**src/rtl/pipe_muldiv_if.sv**
```systemverilog
// pipe_muldiv_if -- request/result bundle for the multiply/divide unit.
//   start, op, rs_data, rt_data : operation request and operands
//   mthi, mtlo                  : direct writes of rs_data into HI / LO
//   flush                       : synchronous abort of an in-flight operation
//   busy, done, hi, lo          : status and the architectural HI/LO registers
// master drives requests (pipeline / testbench); slave is the unit itself.
interface pipe_muldiv_if;
  logic        start;
  logic [1:0]  op;
  logic [31:0] rs_data;
  logic [31:0] rt_data;
  logic        mthi;
  logic        mtlo;
  logic        flush;
  logic        busy;
  logic        done;
  logic [31:0] hi;
  logic [31:0] lo;

  modport master (
    output start, op, rs_data, rt_data, mthi, mtlo, flush,
    input  busy, done, hi, lo
  );

  modport slave (
    input  start, op, rs_data, rt_data, mthi, mtlo, flush,
    output busy, done, hi, lo
  );
endinterface

```
**src/rtl/pipe_muldiv.sv**
```systemverilog
// pipe_muldiv -- iterative MIPS-style multiply/divide unit with HI/LO.
//   clk   : rising-edge clock
//   reset : asynchronous, active-low reset
//   bus   : pipe_muldiv_if.slave (start/op/operands/mthi/mtlo/flush in,
//           busy/done/hi/lo out)
// op: 00 MULT, 01 MULTU, 10 DIV, 11 DIVU. Each operation takes 34 busy
// cycles: one operand-conditioning cycle, 32 radix-2 iterations and one
// sign-fix cycle, after which HI/LO are written and done pulses.
module pipe_muldiv (
  input  logic         clk,
  input  logic         reset,
  pipe_muldiv_if.slave bus
);
  typedef enum logic [1:0] {IDLE, MUL, DIV, FIX} state_t;

  state_t      state;
  logic [4:0]  cnt;
  logic        prep;      // first cycle after acceptance: convert to magnitudes
  logic [1:0]  op_q;
  logic        neg_res;
  logic        neg_rem;
  logic        b_zero;
  logic [31:0] a_orig;    // raw rs_data, kept for the divide-by-zero result
  logic [31:0] b_reg;     // multiplicand (MUL) or divisor (DIV) magnitude
  logic [31:0] acc_hi;    // product high half / partial remainder
  logic [31:0] acc_lo;    // multiplier shifting out / dividend-quotient
  logic [31:0] hi_q;
  logic [31:0] lo_q;
  logic        busy_q;
  logic        done_q;

  logic        is_signed;
  logic        is_div;
  logic [32:0] add_sum;
  logic [32:0] trial;
  logic [63:0] prod;
  logic [63:0] prod_fix;
  logic [31:0] quo_fix;
  logic [31:0] rem_fix;

  // Two's-complement magnitude; 0x80000000 maps to itself, which is the
  // correct unsigned magnitude.
  function automatic logic [31:0] mag(input logic [31:0] v, input logic sgn);
    return (sgn && v[31]) ? (~v + 32'd1) : v;
  endfunction

  assign is_signed = ~op_q[0];
  assign is_div    = op_q[1];

  // Shift-add step: add multiplicand when the current multiplier bit is set.
  assign add_sum = {1'b0, acc_hi} + (acc_lo[0] ? {1'b0, b_reg} : 33'd0);

  // Restoring step: shift in the next dividend bit and try the subtraction.
  // Bit 32 set means the shifted remainder is below the divisor.
  assign trial = {acc_hi, acc_lo[31]} - {1'b0, b_reg};

  assign prod     = {acc_hi, acc_lo};
  assign prod_fix = (is_signed && neg_res) ? (~prod + 64'd1)   : prod;
  assign quo_fix  = (is_signed && neg_res) ? (~acc_lo + 32'd1) : acc_lo;
  assign rem_fix  = (is_signed && neg_rem) ? (~acc_hi + 32'd1) : acc_hi;

  assign bus.hi   = hi_q;
  assign bus.lo   = lo_q;
  assign bus.busy = busy_q;
  assign bus.done = done_q;

  // NOTE: all state here is updated with non-blocking assignments so every
  // register sees the pre-edge values of the others, as real flops do.
  always_ff @(posedge clk or negedge reset) begin
    if (!reset) begin
      state   <= IDLE;
      cnt     <= 5'd0;
      prep    <= 1'b0;
      op_q    <= 2'b00;
      neg_res <= 1'b0;
      neg_rem <= 1'b0;
      b_zero  <= 1'b0;
      a_orig  <= 32'd0;
      b_reg   <= 32'd0;
      acc_hi  <= 32'd0;
      acc_lo  <= 32'd0;
      hi_q    <= 32'd0;
      lo_q    <= 32'd0;
      busy_q  <= 1'b0;
      done_q  <= 1'b0;
    end else begin
      done_q <= 1'b0;
      if (bus.flush) begin
        // Abort wins over everything, including a start or a pending FIX.
        state  <= IDLE;
        cnt    <= 5'd0;
        prep   <= 1'b0;
        busy_q <= 1'b0;
      end else begin
        case (state)
          IDLE: begin
            if (bus.start) begin
              op_q    <= bus.op;
              a_orig  <= bus.rs_data;
              b_reg   <= bus.rt_data;
              neg_res <= bus.rs_data[31] ^ bus.rt_data[31];
              neg_rem <= bus.rs_data[31];
              b_zero  <= (bus.rt_data == 32'd0);
              cnt     <= 5'd0;
              prep    <= 1'b1;
              busy_q  <= 1'b1;
              state   <= bus.op[1] ? DIV : MUL;
            end else begin
              if (bus.mthi) hi_q <= bus.rs_data;
              if (bus.mtlo) lo_q <= bus.rs_data;
            end
          end
          MUL, DIV: begin
            if (prep) begin
              prep   <= 1'b0;
              acc_hi <= 32'd0;
              if (is_div) begin
                acc_lo <= mag(a_orig, is_signed);
                b_reg  <= mag(b_reg, is_signed);
              end else begin
                acc_lo <= mag(b_reg, is_signed);
                b_reg  <= mag(a_orig, is_signed);
              end
            end else begin
              if (state == MUL) begin
                {acc_hi, acc_lo} <= {add_sum, acc_lo[31:1]};
              end else if (!trial[32]) begin
                acc_hi <= trial[31:0];
                acc_lo <= {acc_lo[30:0], 1'b1};
              end else begin
                acc_hi <= {acc_hi[30:0], acc_lo[31]};
                acc_lo <= {acc_lo[30:0], 1'b0};
              end
              cnt <= cnt + 5'd1;
              if (cnt == 5'd31) state <= FIX;
            end
          end
          FIX: begin
            if (!is_div) begin
              hi_q <= prod_fix[63:32];
              lo_q <= prod_fix[31:0];
            end else if (b_zero) begin
              hi_q <= a_orig;
              lo_q <= 32'hFFFF_FFFF;
            end else begin
              hi_q <= rem_fix;
              lo_q <= quo_fix;
            end
            done_q <= 1'b1;
            busy_q <= 1'b0;
            state  <= IDLE;
          end
          default: state <= IDLE;
        endcase
      end
    end
  end
endmodule
```
**src/flat_wrapper.sv**
```systemverilog
// flat-port wrapper written by rule: the top's interface ports become plain ports
module pipe_muldiv_flat 
  (clk, reset, bus_start, bus_op, bus_rs_data, bus_rt_data, bus_mthi, bus_mtlo, bus_flush, bus_busy, bus_done, bus_hi, bus_lo);
  pipe_muldiv_if bus_i ();
  input  logic clk;
  input  logic reset;
  input wire logic [$bits(bus_i.start)-1:0] bus_start;
  input wire logic [$bits(bus_i.op)-1:0] bus_op;
  input wire logic [$bits(bus_i.rs_data)-1:0] bus_rs_data;
  input wire logic [$bits(bus_i.rt_data)-1:0] bus_rt_data;
  input wire logic [$bits(bus_i.mthi)-1:0] bus_mthi;
  input wire logic [$bits(bus_i.mtlo)-1:0] bus_mtlo;
  input wire logic [$bits(bus_i.flush)-1:0] bus_flush;
  output wire logic [$bits(bus_i.busy)-1:0] bus_busy;
  output wire logic [$bits(bus_i.done)-1:0] bus_done;
  output wire logic [$bits(bus_i.hi)-1:0] bus_hi;
  output wire logic [$bits(bus_i.lo)-1:0] bus_lo;
  assign bus_i.start = bus_start;
  assign bus_i.op = bus_op;
  assign bus_i.rs_data = bus_rs_data;
  assign bus_i.rt_data = bus_rt_data;
  assign bus_i.mthi = bus_mthi;
  assign bus_i.mtlo = bus_mtlo;
  assign bus_i.flush = bus_flush;
  assign bus_busy = bus_i.busy;
  assign bus_done = bus_i.done;
  assign bus_hi = bus_i.hi;
  assign bus_lo = bus_i.lo;
  pipe_muldiv u_core (.clk(clk), .reset(reset), .bus(bus_i));
endmodule
```
**config.mk**
```make
export PLATFORM = sky130hd
export DESIGN_NAME = pipe_muldiv_flat
export DESIGN_NICKNAME = d
export VERILOG_FILES = /design/src/rtl/pipe_muldiv_if.sv /design/src/rtl/pipe_muldiv.sv /design/src/flat_wrapper.sv
export SDC_FILE = /design/constraint.sdc
export NUM_CORES = 1
export LEC_CHECK = 0
export ABC_AREA = 1
export BUFFER_PORTS_ARGS = -buffer_cell sky130_fd_sc_hd__clkbuf_2
export CAP_MARGIN = 25
export CORE_MARGIN = 5
export CORE_UTILIZATION = 50
export DETAILED_ROUTE_END_ITERATION = 8
export HOLD_SLACK_MARGIN = 0.1
export PLACE_DENSITY = 0.7
export SLEW_MARGIN = 10
export SYNTH_ARGS = -nofsm -noshare
export SYNTH_HDL_FRONTEND = slang
export SYNTH_SLANG_ARGS = --single-unit
export TNS_END_PERCENT = 1
```
**constraint.sdc**
```tcl
create_clock -name clk -period 2.5 [get_ports clk]
set_clock_uncertainty 0.05 [all_clocks]
set_input_delay 0.25 -clock clk [delete_from_list [all_inputs] [get_ports clk]]
set_output_delay 0.25 -clock clk [all_outputs]
set_load 0.02 [all_outputs]
```
==> flow_metrics.tcl, run 1 <==
set metrics [dict create \
    status "complete, but fails checks" \
    violations "negative setup slack" \
    final_cell_mix "nand2_1, inv_1, buf_4, nor2_1, nand3_1" \
    synth_enable_flop_cells 0 \
    antenna_found_initial 4 \
    grt.total_usage_pct 41.8 \
    grt_max_degree 87 \
    synth.area.top_cells "dfrtp_1, nand2_1, inv_1" \
    critical_path.top_delay_family "simple AND/OR/NAND/NOR gates" \
    drt_iter0_drc 3512 \
    critPathKind "register to register" \
    ios 138 \
    totalWireLength_mm 101 \
    post_drt_wl_per_cell_um 22.2 \
    cts-root-buf "clkbuf_16" \
    ys.warnings.count 0 \
    stdcell_area_mm2 0.0271 \
    cell_internal_pwr_mw 20.2 \
    dieHeight_um 214 \
    worstReg2RegStart "u_core.acc_lo[0]" \
    rows 74 \
    worstMarginPinSlew_ns 0.900 \
    powerDensity_mw_per_mm2 1710 \
    clockPowerShare_pct 9.0 \
    switching_share_pct 56.3 \
    clkSinkCount 206 \
    syn_inst 3535 \
    cp_max_fo 16 \
    end_kind "register" \
    nFillCells 3919 \
    syn_area_mm2 0.0209 \
    clkTransAtPathRegs_ns 0.06 \
    antenna_left 0 \
    synthToLayoutAreaGrowth_pct 29.7 \
    ys_seq_area_share_pct 24.7 \
    synth_nets 3682 \
    switchingPower_mw 26.1 \
    remaining_drc_errors 0 \
    clockBufferDepth 3 \
    max_cap_viol_count 0 \
    hold_viol 0 \
    relSlewSlack_pct 39.4 \
    synthDistinctLibCells 55 \
    critPathLaunchType "register" \
    yosysTopAreaCellShare_pct 24.7 \
    grt_first_pass_wirelength_mm 149 \
    slowest_stage "dfrtp_1" \
    critPathMaxStageDelay_ns 0.43 \
    power_frac_comb_pct 76.6 \
    max_freq_mhz 388 \
    nets 4162 \
    finalCritPeriodShare_pct 103 \
    place_congestion 1.09 \
    cp.required_ns 2.91 \
    pre_cts_slack_ns -0.163 \
    clock_latency_ns 0.58 \
    cts_tree "done" \
    place_hpwl_mm 81.2 \
    gr-total-overflow 0 \
    cp_common_cell "nand2_1" \
    grt_pass1_vias 24600 \
    fp.dieArea_mm2 0.0460 \
    htreeDepth 1 \
    initial_core_util_pct 50.8 \
    numCtsBuffers 26 \
    crit_start "u_core.acc_lo[0]" \
    synth_ff_type "dfrtp_1" \
    portBuffers 137 \
    r2r_slack_ns -0.08 \
    finalSetupViolCount 15 \
    worst-path-stages 15 \
    drtPass1Iterations 7 \
    synthArstFlopShare_pct 100 \
    reg2reg_depth 15 \
    vias 26600 \
    min_path_type "primary input to async pin" \
    worstPathBufferInverterCount 5 \
    p_leak_nw 14.1 \
    path_cells "buf_12 > nand2_1 > inv_1 > ha_1 > buf_4 > nand2_1 > o21ai_0 > a21oi_1 > buf_4 > nand4_1 > nand3_1 > nand2_1 > inv_1 > nand2_1 > nand2_1" \
    dieWidth_um 214 \
    ys_seq_elements 206 \
    vdd_drop_max_v 0.00104 \
    yosys.area.top_type "dfrtp_1" \
    period_needed_ns 2.58 \
    seqPwrFrac_pct 14.4 \
    drive_gt1_share_pct 19.8 \
    slew_viol_final 0 \
    via_per_inst 5.82 \
    fin_ws_ns -0.0760 \
    layout_commonest_cell "nand2_1" \
    cp.arrival_ns 2.98 \
    avgSynthCellArea_um2 5.91 \
    core_area_mm2 0.0411 \
    rsz0062_at_grt "true" \
    dpl_cell_area_mm2 0.0246 \
]
==> power groups by stage <==
| stage | clock [mW] | combinational, mW | sequential [mW] |
|---|---|---|---|
| global placement | 0 | 32.1 | 6.50 |
| detailed placement | 0 | 32.2 | 6.52 |
| global route | 4.34 | 38.0 | 6.74 |
| finish | 4.18 | 35.4 | 6.67 |
| floorplan | 0 | 18.2 | 6.74 |
| CTS | 4.18 | 33.0 | 6.49 |
==> kinds of logic after synthesis <==
family,synth area share [%]
AND/OR/NAND/NOR,39.4
XOR/XNOR,3.31
AO/OA/AOI/OAI,16.7
adder cells (fa/ha/maj),4.56
buffers and inverters,11.4
flip-flops,24.7
==> path summary, 6_finish.rpt <==
| path | endpoint |
|---|---|
| hold / removal | u_core.b_reg[31] |
| setup / recovery | u_core.acc_hi[20] |
| max in group asynchronous | u_core.bus.lo[6] |
| setup reg to reg | u_core.acc_hi[20] |
| min in group clk | u_core.bus.lo[0] |
| hold reg to reg | u_core.bus.lo[31] |
==> repair_timing <==
action	CTS	global route
buffers inserted	7	10
hold endpoints to repair	312	0
setup endpoints to repair	40	87
gates cloned	1	0
hold buffers	70	0
gates resized for setup	58	146
pin swaps	11	18
==> stage by stage <==
step | power [mW] | util [%] | std cells | hold slack (ns) | setup TNS (ns)
after floorplan | 24.9 | - | 3535 | -0.0956 | 0
after global placement | 38.6 | 59.8 | 4431 | 0.103 | -2.10
after detailed placement | 38.7 | 59.8 | 4431 | 0.104 | -2.90
after CTS | 43.7 | 64.5 | 4557 | 0.106 | -0.143
after global routing | 49.1 | 65.9 | 4567 | 0.103 | -3.58
final | 46.3 | 65.9 | 4568 | 0.0891 | -0.327
==> final cells by class <==
type	instances	area, µm²	share of cell area, %
Multi-Input combinational cell	2720	14100	51.9
Clock inverter	21	268	0.988
Inverter	475	1790	6.61
Antenna cell	1	2.50	0.00923
Tap cell	532	666	2.46
Timing Repair Buffer	586	4480	16.5
Sequential cell	206	5170	19.1
Clock buffer	27	664	2.45
==> synthesized netlist by cell type, types with 19 or more instances <==
cell and n:
nand2_1 1147, inv_1 460, nor2_1 342, nand3_1 295, o21ai_0 226, dfrtp_1 206
a21oi_1 199, clkbuf_1 89, ha_1 73, xor2_1 65, nand4_1 41, nor3_1 38
or2_2 35, a2bb2oi_1 29, buf_2 28, a32oi_1 20, a21boi_0 19, o211ai_1 19
==> routing by layer <==
metal | share of wire, % | global-route usage, % | vias to the layer above
met5 | 0.039 | 0 | -
met4 | 5.6 | 17.7 | 6
met3 | 15 | 15.3 | 290
met2 | 40 | 58.7 | 1647
met1 | 40 | 57.8 | 12200
li1 | - | - | 12400
No activity file was read; power rests on OpenSTA's default activity.
==> inputs of run 2 (changes only) <==
--- a/config.mk
+++ b/config.mk
@@ -5,14 +5,13 @@
 export SDC_FILE = /design/constraint.sdc
 export NUM_CORES = 1
 export LEC_CHECK = 0
-export ABC_AREA = 1
 export BUFFER_PORTS_ARGS = -buffer_cell sky130_fd_sc_hd__clkbuf_2
 export CAP_MARGIN = 25
 export CORE_MARGIN = 5
 export CORE_UTILIZATION = 50
 export DETAILED_ROUTE_END_ITERATION = 8
 export HOLD_SLACK_MARGIN = 0.1
-export PLACE_DENSITY = 0.7
+export PLACE_DENSITY = 0.71
 export SLEW_MARGIN = 10
 export SYNTH_ARGS = -nofsm -noshare
 export SYNTH_HDL_FRONTEND = slang
==> flow_metrics.tcl, run 2 <==
set metrics [dict create \
    relSlewSlack_pct 49.9 \
    initial_core_util_pct 50.8 \
    fp.dieArea_mm2 0.0391 \
    layout_commonest_cell "buf_4" \
    ys.warnings.count 0 \
    avgSynthCellArea_um2 7.87 \
    max_cap_viol_count 0 \
    rsz0062_at_grt "true" \
    synth_simple_gate_area_share_pct 17.6 \
    fin_ws_ns -0.853 \
    fin_util_pct 70.4 \
    worstMarginPinSlew_ns 0.750 \
    p_leak_nw 11.4 \
    post_drt_wl_per_cell_um 22.0 \
    rows 68 \
    synth_ff_type "dfrtp_1" \
    cp.required_ns 2.89 \
    ys_seq_area_share_pct 29.2 \
    synthDistinctLibCells 77 \
    ios 138 \
    htreeDepth 1 \
    min_path_type "primary input to register" \
    synth_nets 2389 \
    numCtsBuffers 25 \
    cts_tree "done" \
    critPathLaunchType "register" \
    syn_inst 2242 \
    end_kind "register" \
    synthMostInstantiatedCell "nor2_1" \
    grt.total_usage_pct 35.6 \
    final_cell_mix "buf_4, nor2_1, nand2_1, a21oi_1, dfrtp_1" \
    dieHeight_um 198 \
    nets 2975 \
    gr-total-overflow 0 \
    clockBufferDepth 3 \
    via_per_inst 6.03 \
    drt_iter0_drc 2214 \
    synth_mux_area_share_pct 8.37 \
    cp_max_fo 4 \
    grt_first_pass_wirelength_mm 109 \
    dpl_cell_area_mm2 0.0222 \
    synth_compound_area_share_pct 23.9 \
    violations "negative setup slack" \
    antenna_left 0 \
    synth_enable_flop_cells 0 \
    synthToLayoutAreaGrowth_pct 38.4 \
    drive_gt1_share_pct 30.5 \
    vias 19900 \
    cp.arrival_ns 3.74 \
    status "complete, but fails checks" \
    grt_max_degree 113 \
    vdd_drop_max_v 0.000965 \
    antenna_found_initial 2 \
    yosysTopAreaCellShare_pct 29.2 \
    stdcell_area_mm2 0.0244 \
    yosys.area.top_type "dfrtp_1" \
    powerDensity_mw_per_mm2 1650 \
    place_congestion 0.972 \
    drtPass1Iterations 5 \
    dieWidth_um 198 \
    synthArstFlopShare_pct 100 \
    period_needed_ns 3.35 \
    synth.area.top_cells "dfrtp_1, a21oi_1, mux2i_1" \
    syn_area_mm2 0.0176 \
    hold_viol 0 \
    core_area_mm2 0.0347 \
    remaining_drc_errors 0 \
    finalCritPeriodShare_pct 134 \
    clock_latency_ns 0.57 \
    ys_seq_elements 206 \
    clkSinkCount 206 \
    critPathKind "register to register" \
    slew_viol_final 0 \
    finalSetupViolCount 111 \
    synth_top_family_by_area "compound AO/OA/AOI/OAI gates" \
    synth_common_cells "nor2_1, nand2_1, a21oi_1" \
    clkTransAtPathRegs_ns 0.06 \
    synth_fa_ha_area_share_pct 5.40 \
    portBuffers 137 \
    nFillCells 2807 \
    place_hpwl_mm 55.8 \
    max_freq_mhz 298 \
    cts-root-buf "clkbuf_16" \
    synth_xor_area_share_pct 10.0 \
    totalWireLength_mm 72.6 \
    grt_pass1_vias 19100 \
]
run 2: changes by cell type in the layout (fill, tap and decap cells not counted), moves of 44 or more:
cell / before / now
nand2_1: 1122 / 216
nand3_1: 286 / 22
mux2_2: 0 / 44
nor2_1: 316 / 247
o21ai_0: 202 / 136
xnor2_1: 14 / 103
mux2i_1: 0 / 98
buf_4: 358 / 493
inv_1: 442 / 67
run 2: kinds of logic after synthesis:
kind of cell / after synthesis
muxes: 142
adders and majority gates: 75
xor gates and xnor gates: 202
and+or+nand+nor: 683
AOI/OAI and AO/OA: 703
DFF: 206
buffers and inverters: 231
run 2: routing by layer:
metal / vias up / part of all wire, % / global-route usage [%]
met1: 9543 / 41 / 48.5
met2: 1020 / 45 / 56.0
met3: 167 / 9.0 / 5.82
met5: - / 0.022 / 0
li1: 9168 / - / -
met4: 2 / 4.7 / 15.9
run 2: worst paths after layout:
kind | start | endpoint | slack (ns) | cells past startpoint
worst min register to register | u_core.bus.lo[9] | u_core.bus.lo[9] | 0.44 | 2
worst max register to register | u_core.b_reg[0] | u_core.acc_hi[29] | -0.85 | 12
worst min-delay path | bus_rt_data[1] | u_core.b_reg[1] | 0.13 | 3
min in group asynchronous | reset | u_core.bus.hi[5] | 0.30 | 2
worst max-delay path | u_core.b_reg[0] | u_core.acc_hi[29] | -0.85 | 12
max in group asynchronous | reset | u_core.bus.lo[30] | 1.35 | 3
run 2: worst max-delay path: stages (launching register included):
cell      delay, ns
dfrtp_1        0.42
ha_4           0.18
fa_2           0.34
nand2b_4       0.15
a21o_4         0.23
a311oi_4       0.39
a211oi_4       0.14
or4_4          0.45
nand3_4        0.12
nor2b_1        0.08
a31oi_4        0.14
nor2_1         0.05
or4_1          0.51
run 2: cell type report:
type | instances | area [µm²] | area share [%]
multi-input combinational | 1805 | 12100 | 49.7
timing repair buffer | 718 | 5430 | 22.2
sequential | 206 | 5160 | 21.1
clock buffer | 32 | 682 | 2.79
tap | 455 | 569 | 2.33
inverter | 72 | 273 | 1.12
clock inverter | 11 | 163 | 0.666
antenna | 1 | 2.50 | 0.0102
run 2: metrics by stage:
step / setup TNS, ns / hold WS [ns] / std cells / total power [mW] / worst slack [ns]
2_1_floorplan: -43.33 / -0.0956 / 2242 / 22.3 / -0.715
3_3_place_gp: -64.50 / 0.307 / 3179 / 33.5 / -0.929
3_5_place_dp: -67.61 / 0.309 / 3179 / 34.0 / -0.973
4_1_cts: -52.91 / 0.116 / 3291 / 38.7 / -0.861
5_1_grt: -64.74 / 0.139 / 3299 / 42.8 / -0.927
6_report: -52.97 / 0.127 / 3300 / 40.3 / -0.853
run 2: report_power, final:
part	internal (mW)	switching (mW)	total, mW
registers	4.90	1.18	6.08
clock network	2.33	1.56	3.89
logic	13.3	17.0	30.3
run 2: timing repair:
item,in CTS,in global routing
gates resized for setup,82,93
gates cloned,0,1
setup buffers,0,7
endpoints found under the hold margin,188,0
endpoints found under the setup margin,112,126
hold buffers,69,0
pin swaps,18,33
